## src/rtl/baud_tick_gen.sv

```systemverilog
// baud_tick_gen: derives single-cycle oversample (tick_os) and bit-rate
// (tick_bd) enables from the system clock with a fractional phase
// accumulator. A baud-select latch, mid-bit resync, lock indicator and
// unreachable-rate flag sit around the accumulator.
//
// baud_ready handshake: baud_ready is a level. The cycle in which it is
// sampled high after being sampled low is a change request. In that cycle
// baud is captured into baud_cur, the accumulator and oversample counter
// restart from zero, and lock is dropped. Holding baud_ready high, or
// leaving it low, ignores baud. Requesting the current value again still
// restarts the phase.
module baud_tick_gen #(
    parameter int unsigned CLK_HZ      = 50_000_000,
    parameter int unsigned OVERSAMPLE  = 16,
    parameter int unsigned ACC_W       = 24,
    parameter int unsigned SEL_W       = 3,
    parameter int unsigned DEFAULT_SEL = 3
) (
    input  logic             clk,
    input  logic             rst,
    input  logic [SEL_W-1:0] baud,
    input  logic             baud_ready,
    input  logic             enable,
    input  logic             resync,
    output logic             tick_os,
    output logic             tick_bd,
    output logic [SEL_W-1:0] baud_cur,
    output logic             locked,
    output logic             baud_err
);

    // Oversample counter width; OVERSAMPLE ranges from 2 to 64.
    localparam int unsigned CNT_W = (OVERSAMPLE > 1) ? $clog2(OVERSAMPLE) : 1;
    localparam int unsigned IW    = ACC_W + 1;

    localparam logic [CNT_W-1:0] LAST_OS = CNT_W'(OVERSAMPLE - 1);
    localparam logic [CNT_W-1:0] HALF_OS = CNT_W'(OVERSAMPLE / 2);

    // Nominal bit rate for each of the eight select codes.
    function automatic longint unsigned rate_of(input int unsigned idx);
        case (idx)
            0:       rate_of = 64'd1200;
            1:       rate_of = 64'd2400;
            2:       rate_of = 64'd4800;
            3:       rate_of = 64'd9600;
            4:       rate_of = 64'd19200;
            5:       rate_of = 64'd38400;
            6:       rate_of = 64'd57600;
            default: rate_of = 64'd115200;
        endcase
    endfunction

    // Phase increment, rounded to nearest: rate*OVERSAMPLE*2^ACC_W / CLK_HZ.
    // Only ever evaluated on constants, so it folds away at elaboration.
    function automatic logic [ACC_W:0] inc_of(input int unsigned idx);
        longint unsigned num;
        num = rate_of(idx) * 64'(OVERSAMPLE) * (64'd1 << ACC_W) + 64'(CLK_HZ / 2);
        return IW'(num / 64'(CLK_HZ));
    endfunction

    // A rate is unreachable when its oversample rate exceeds the clock.
    function automatic logic err_of(input int unsigned idx);
        return (rate_of(idx) * 64'(OVERSAMPLE)) > 64'(CLK_HZ);
    endfunction

    // Codes above 7 (wide select buses) alias the fastest rate.
    function automatic logic [2:0] sel_idx(input logic [SEL_W-1:0] code);
        if (32'(code) > 32'd7) begin
            return 3'd7;
        end
        return 3'(code);
    endfunction

    localparam logic [ACC_W:0] INC_TAB [8] = '{
        inc_of(0), inc_of(1), inc_of(2), inc_of(3),
        inc_of(4), inc_of(5), inc_of(6), inc_of(7)
    };

    localparam logic [7:0] ERR_TAB = {
        err_of(7), err_of(6), err_of(5), err_of(4),
        err_of(3), err_of(2), err_of(1), err_of(0)
    };

    localparam logic [SEL_W-1:0] DEFAULT_CODE = SEL_W'(DEFAULT_SEL);
    localparam logic             DEFAULT_ERR  = ERR_TAB[sel_idx(DEFAULT_CODE)];

    // Registered state
    logic [ACC_W-1:0] acc;
    logic [CNT_W-1:0] os_cnt;
    logic             baud_ready_q;

    // Next-state values
    logic [ACC_W-1:0] acc_d;
    logic [CNT_W-1:0] os_cnt_d;
    logic             tick_os_d;
    logic             tick_bd_d;
    logic             locked_d;
    logic [SEL_W-1:0] baud_cur_d;
    logic             baud_err_d;

    // Datapath helpers
    logic             ready_rise;
    logic [ACC_W:0]   inc_cur;
    logic [ACC_W:0]   sum;
    logic             carry;
    logic             bit_end;

    // Accumulator arithmetic and the change/resync/run priority chain.
    always_comb begin
        ready_rise = baud_ready && !baud_ready_q;
        inc_cur    = INC_TAB[sel_idx(baud_cur)];
        // inc never exceeds 2^ACC_W for a reachable rate and acc < 2^ACC_W,
        // so the top bit of the ACC_W+1 bit sum is exactly the carry.
        sum        = {1'b0, acc} + inc_cur;
        carry      = sum[ACC_W];
        bit_end    = (os_cnt == LAST_OS);

        acc_d      = acc;
        os_cnt_d   = os_cnt;
        tick_os_d  = 1'b0;
        tick_bd_d  = 1'b0;
        locked_d   = locked;
        baud_cur_d = baud_cur;
        baud_err_d = baud_err;

        if (ready_rise) begin
            // Baud change: restart the phase at the start of a bit.
            baud_cur_d = baud;
            baud_err_d = ERR_TAB[sel_idx(baud)];
            acc_d      = '0;
            os_cnt_d   = '0;
            locked_d   = 1'b0;
        end else if (resync) begin
            // Start-bit edge: park the phase half a bit in so the next
            // bit tick lands mid-bit.
            acc_d    = '0;
            os_cnt_d = HALF_OS;
        end else if (enable && !baud_err) begin
            acc_d     = sum[ACC_W-1:0];
            tick_os_d = carry;
            tick_bd_d = carry && bit_end;
            if (carry) begin
                os_cnt_d = bit_end ? '0 : os_cnt + CNT_W'(1);
            end
            if (carry && bit_end) begin
                locked_d = 1'b1;
            end
        end
    end

    // Edge detector for the baud_ready level.
    always_ff @(posedge clk or posedge rst) begin
        if (rst) begin
            baud_ready_q <= 1'b0;
        end else begin
            baud_ready_q <= baud_ready;
        end
    end

    // Phase, counter, tick and status registers.
    always_ff @(posedge clk or posedge rst) begin
        if (rst) begin
            acc      <= '0;
            os_cnt   <= '0;
            tick_os  <= 1'b0;
            tick_bd  <= 1'b0;
            locked   <= 1'b0;
            baud_cur <= DEFAULT_CODE;
            baud_err <= DEFAULT_ERR;
        end else begin
            acc      <= acc_d;
            os_cnt   <= os_cnt_d;
            tick_os  <= tick_os_d;
            tick_bd  <= tick_bd_d;
            locked   <= locked_d;
            baud_cur <= baud_cur_d;
            baud_err <= baud_err_d;
        end
    end

    // Structural invariants of the outputs.
    bd_implies_os : assert property (@(posedge clk) disable iff (rst) tick_bd |-> tick_os);
    err_no_tick   : assert property (@(posedge clk) disable iff (rst) baud_err |-> !tick_os);
    err_no_lock   : assert property (@(posedge clk) disable iff (rst) baud_err |-> !locked);

endmodule

```

## config.mk

```make
export PLATFORM = sky130hd
export DESIGN_NAME = baud_tick_gen
export DESIGN_NICKNAME = d
export VERILOG_FILES = /design/src/rtl/baud_tick_gen.sv
export SDC_FILE = /design/constraint.sdc
export NUM_CORES = 1
export LEC_CHECK = 0
export ABC_AREA = 1
export ABC_CLOCK_PERIOD_IN_PS = 8200
export CAP_MARGIN = 20
export CELL_PAD_IN_SITES_DETAIL_PLACEMENT = 0
export CELL_PAD_IN_SITES_GLOBAL_PLACEMENT = 1
export CORE_UTILIZATION = 45
export CTS_CLUSTER_DIAMETER = 30
export DETAILED_ROUTE_END_ITERATION = 8
export MAX_ROUTING_LAYER = met4
export PLACE_DENSITY = 0.95
export SYNTH_ARGS = -nofsm -noshare
export SYNTH_HDL_FRONTEND = slang
export SYNTH_SLANG_ARGS = --single-unit
```

## constraint.sdc

```tcl
create_clock -name clk -period 8.2 [get_ports clk]
set_input_delay 2.05 -clock clk [delete_from_list [all_inputs] [get_ports clk]]
set_output_delay 2.05 -clock clk [all_outputs]
set_load 0.05 [all_outputs]
```

# == Word level (Yosys, flattened, before mapping) ==
# Memory sizes are Yosys's and may differ from the RTL's. A register that Yosys moved wholly into a read port is not among the register bits.
# Index checks and enable logic that the tools add are counted.
# classes
n_addsub,2
magnitude_cmp,1
eq_ne,2
mux,20
n_bitwise,1
reduce_logical,11
# op_table
operator,count
two-way mux 24 bit,3
two-way mux 25 bit,2
adder 24 x 25 -> 25 bit,1
two-way mux 4 bit,5
two-way mux 1 bit,10
nonzero test 3 bit,2
adder 4 x 1 -> 4 bit (second input constant),1
== test 4 bit (second input constant),1
greater-or-equal comparator 4 bit (second input constant),1
NOT 3 -> 4 bit,1
nonzero test 2 bit,2
logical AND 1 bit,3
AND reduction 3 bit,1
logical NOT 1 bit,2
!= test 2 x 1 -> 1 bit (second input constant),1
AND reduction 2 bit,1
# totals
register_bits,35
rom_bits,208
input_bits,8
output_inout_bits,7
word_cells,46
memories,2
# memory_table
name,depth,width,read_ports,rd_ports_with_merged_regs,write_ports,line_no,source
(name not given),8,25,1,0,0,111,inc_cur = INC_TAB[sel_idx(baud_cur)];
(name not given),8,1,1,1,0,129,baud_err_d = ERR_TAB[sel_idx(baud)];

# == Logic depth before layout (Yosys ltp) ==
# depth
ltp_word,10
depth_mapped,18
ltp_nobuf,18

# == Least setup slack after synthesis ==
# OpenSTA, ideal clock, no wires.
# synth_timing
path_type,input to register
from,in baud_ready
to,reg acc[23]
setup_time_ps,118
arrival_ps,2886
required_time_ps,8082
setup_slack_ps,5196
stages,9
n_path_buf,1
path_cell_list,inv_1 nor2_4 nor2_4 inv_1 nor2_1 buf_2 inv_2 a21oi_1 nor2_1
# synth_between
elab_chain_len,2
elab_cells_between_ends,3
classes_between,mux: 1; reduce/logical: 2
# synth_rtl
element,line_no,source
from (decl),22,"input logic baud_ready,"
logical AND 1 bit (*),110,ready_rise = baud_ready && !baud_ready_q;
nonzero test 3 bit (no line) / two-way mux 24 bit (equally long branches),n/a,
to (signal assigned),163,acc <= '0;
to (signal assigned),171,acc <= acc_d;
to (decl),88,logic [ACC_W-1:0] acc;
# Mark *: on every way between the ends. The rest lies on a longest branch, timed or not.
# A chain may end at the register's enable or synchronous reset.

# == Worst setup path after layout ==
# layout_timing
from,reg baud_cur[2]
to,out baud_cur[2]
# layout_rtl
element,line_no,source
from (decl),27,"output logic [SEL_W-1:0] baud_cur,"
from (signal assigned),176,baud_cur <= baud_cur_d;
# No word-level cell between the ends.

==> metrics.md <==
| Metric | Value |
|---|---|
| Max VDD drop | 0.106 mV |
| RR Endpoint | os_cnt[2]$_DFFE_PP0P_ |
| DR WL met3 | 429 µm |
| Met1 wire length | 4.13 mm |
| Layout cells sized above 1 | 6.57% |
| Worst path buffer plus inverter count | 1 |
| Residual DRC | 0 |
| N_diodes | 0 |
| Synth top area share | 25.2% |
| Die Ht | 87.4 µm |
| Sequential area share after synthesis | 26.8% |
| First-pass GRT wire length | 14.1 mm |
| Detail Route Antenna Nets | 0 |
| Port Buffers | 13 |
| Total Routing Usage GR | 25.2% |
| Reg area | 878 µm² |
| Final Setup Violations | 0 |
| Tightest Pin Transition | 553 ps |
| Cell breakdown of the critical path | clkdlybuf4s50_1 |
| Die area | 7640 µm² |
| CP max stage cell | clkdlybuf4s50_1 |
| 1st-pass router iterations | 5 |
| DPL Wire Length | 6.87 mm |
| Fillers | 713 |
| Pwr per Cell Area | 173 nW/µm² |
| Initial Util | 47.5% |
| Static Leak | 2.04 nW |
| Min Tclk post-route | 3920 ps |
| Post-Route Utilization | 52.2% |
| Routed WL | 8.57 mm |
| Worst Hold Depth | 2 |
| Worst-path maximum fanout | 18 |
| Critical Path Start Type | register |
| Nets | 574 |
| RSZ-0062 raised after global routing | no |
| Largest net degree at the start of global routing | 36 |
| Fin. max-slew vios | 0 |
| Final Skew | 12.7 ps |
| Hold Crit Start | acc[8]$_DFFE_PP0P_ |
| Fin crit share | 47.9% |
| Cell class contributing the biggest share of worst-path delay | buffers and inverters |
| Data arrival, critical path | 1870 ps |
| # H-tree levels | 2 |
| Root buffer cell | clkbuf_8 |
| CP Class | reg2out |
| Netlist Area Pre-Place | 3280 µm² |
| Outcome | complete, no violations |
| FF-to-FF path depth | 14 |
| Syn-to-layout area delta | 9.95% |
| Area contributors post-synth | dfrtp_1 25%, nand2_1 21%, ha_1 13% |
| Inserted Clock Buffers | 5 |
| Die width | 87.4 µm |
| Overall power | 0.000624 W |
| Via Count | 3134 |
| Top routing layer in use | met4 |
| I/O pin total | 15 |
| Initial antenna violation count | 0 |
| Row cnt | 30 |
| Synthesis Warnings | 0 |
| Routed len/inst | 13.6 µm |
| Final setup TNS | 0 ps |
| Crit. End Element | primary output |
| Reg clk slew, reported paths | 80 ps |
| Hold path endpoint | acc[8]$_DFFE_PP0P_ |
| Largest area contributor in the netlist | dfrtp_1 |
| FF-to-FF Start | baud_cur[0]$_DFFE_PP1P_ |
| RePlAce Congestion | 1.00 |
| Multi-input combinational cell area | 2040 µm² |
| CP max stage delay | 900 ps |
| CTS max path bufs | 2 |
| Normalized max-slew margin | 63.1% |
| Core Box Area | 6910 µm² |
| Final Hold Violating Endpoints | 0 |
| Met2 WL | 3.90 mm |
| Clock Latency Late Sink | 300 ps |
| Number of global-route vias before repair | 2986 |
| Synth Net Count | 560 |
| Max Freq | 0.255 GHz |
| Critical path required time | 6150 ps |
| Max_cap viols | 0 |
| Initial detailed-routing violation count | 217 |
| Gr ovfl total | 0 |
| CTS tree | done |
| Via density per instance | 4.98 |
| Hold-fix buffers, CTS | 0 |
| Post-cts repair resize count | 0 |
| Num Clock Sinks | 35 |
| Post CTS Setup Buffer Count | 0 |
| Post-Syn Instances | 518 |
| R2r setup slk | 5160 ps |
| Syn avg cell area | 6.33 µm² |
| Yosys cell types | 37 |
| Flop and latch count out of synthesis | 35 |
| Worst hold path class | reg2reg |
==> cell usage after synthesis, drive strengths merged <==
library cell and instances:
nand3 36, ha 33, nand3b 2, nand2 191, nor4 1, o22ai 1
conb 1, a31oi 2, dfstp 2, clkbuf 3, o21a 1, and2 1
buf 5, a21oi 25, or2 3, xor2 1, dfrtp 33, nand4 9
o21ai 23, a32o 1, nor3 6, a22o 1, inv 86, nor2 49
o21bai 1, fa 1
==> worst max path at each step <==
stage,depth (start not counted),slack (ps),start,endpoint
final,1,4280,baud_cur[2]$_DFFE_PP0P_,baud_cur[2]
after global routing,1,4160,baud_cur[2]$_DFFE_PP0P_,baud_cur[2]
after CTS,1,4270,baud_cur[2]$_DFFE_PP0P_,baud_cur[2]
after detailed placement,8,4210,baud_ready,acc[2]$_DFFE_PP0P_
after global placement,8,4290,baud_ready,acc[2]$_DFFE_PP0P_
after floorplan,9,5200,baud_ready,acc[23]$_DFFE_PP0P_
==> worst min-delay path: cells and delay by family, from the launching register on <==
family / cells / cell delay (ps)
DFF: 1 / 360
and+or+nand+nor: 2 / 110
==> final cells by class <==
type | instances | share of cell area, %
Clock inverter | 1 | 0.208
Sequential cell | 35 | 24.3
Multi-Input combinational cell | 389 | 56.5
Clock buffer | 7 | 2.67
Inverter | 86 | 8.95
Tap cell | 96 | 3.33
Timing Repair Buffer | 15 | 4.02
==> state kept, by name (all words and copies together), names as in the netlist <==
register and flops:
os_cnt 4, tick_os 1, acc 24, baud_ready_q 1, baud_cur 3, locked 1, tick_bd 1
==> per-layer routing <==
| metal | GRT usage (%) | up-vias |
|---|---|---|
| met5 | - | - |
| met4 | 6.86 | 0 |
| met3 | 4.08 | 10 |
| met2 | 40.1 | 70 |
| met1 | 33.3 | 1410 |
| li1 | - | 1644 |
==> through the flow <==
stage                     area, µm²  std cells  setup slack (ps)  hold slack, ps
final                          3610        629              4280             496
after CTS                      3610        629              4270             497
after floorplan                3280        518              5200             455
after global routing           3610        629              4160             518
after detailed placement       3500        621              4210             476
after global placement         3500        621              4290             470
==> logic make-up (layout without fill, tap and decap cells) <==
kind of cell | Yosys count | in the layout | synth area share, %
xor gates and xnor gates | 1 | 1 | 0.267
buffers and inverters | 94 | 109 | 11.1
DFF | 35 | 35 | 26.8
adders and majority gates | 34 | 34 | 13.2
and+or+nand+nor | 298 | 298 | 39.4
AOI/OAI and AO/OA | 55 | 55 | 9.15
other | 1 | 1 | 0.114
==> power by group <==
part,internal [W],switching (W)
clock,0.0000765,0.0000703
combinational,0.0000886,0.000184
sequential,0.000189,0.0000163
total,0.000354,0.000270
==> placed cells by master (no fill, tap or decap), types with 2 or more instances in the layout <==
cell type / n
clkbuf_8: 7
inv_2: 2
nand2_1: 185
nand3b_1: 2
nand2_2: 5
nor2_4: 4
nor2_1: 44
nand3_2: 3
or2_2: 3
ha_1: 33
clkdlybuf4s50_1: 13
nand4_1: 9
nor3_1: 4
nand3_1: 33
a21oi_1: 24
nor3_2: 2
a31oi_1: 2
o21ai_0: 22
dfstp_2: 2
dfrtp_1: 33
buf_4: 2
inv_1: 84
Power figures use the tool's default switching activity.
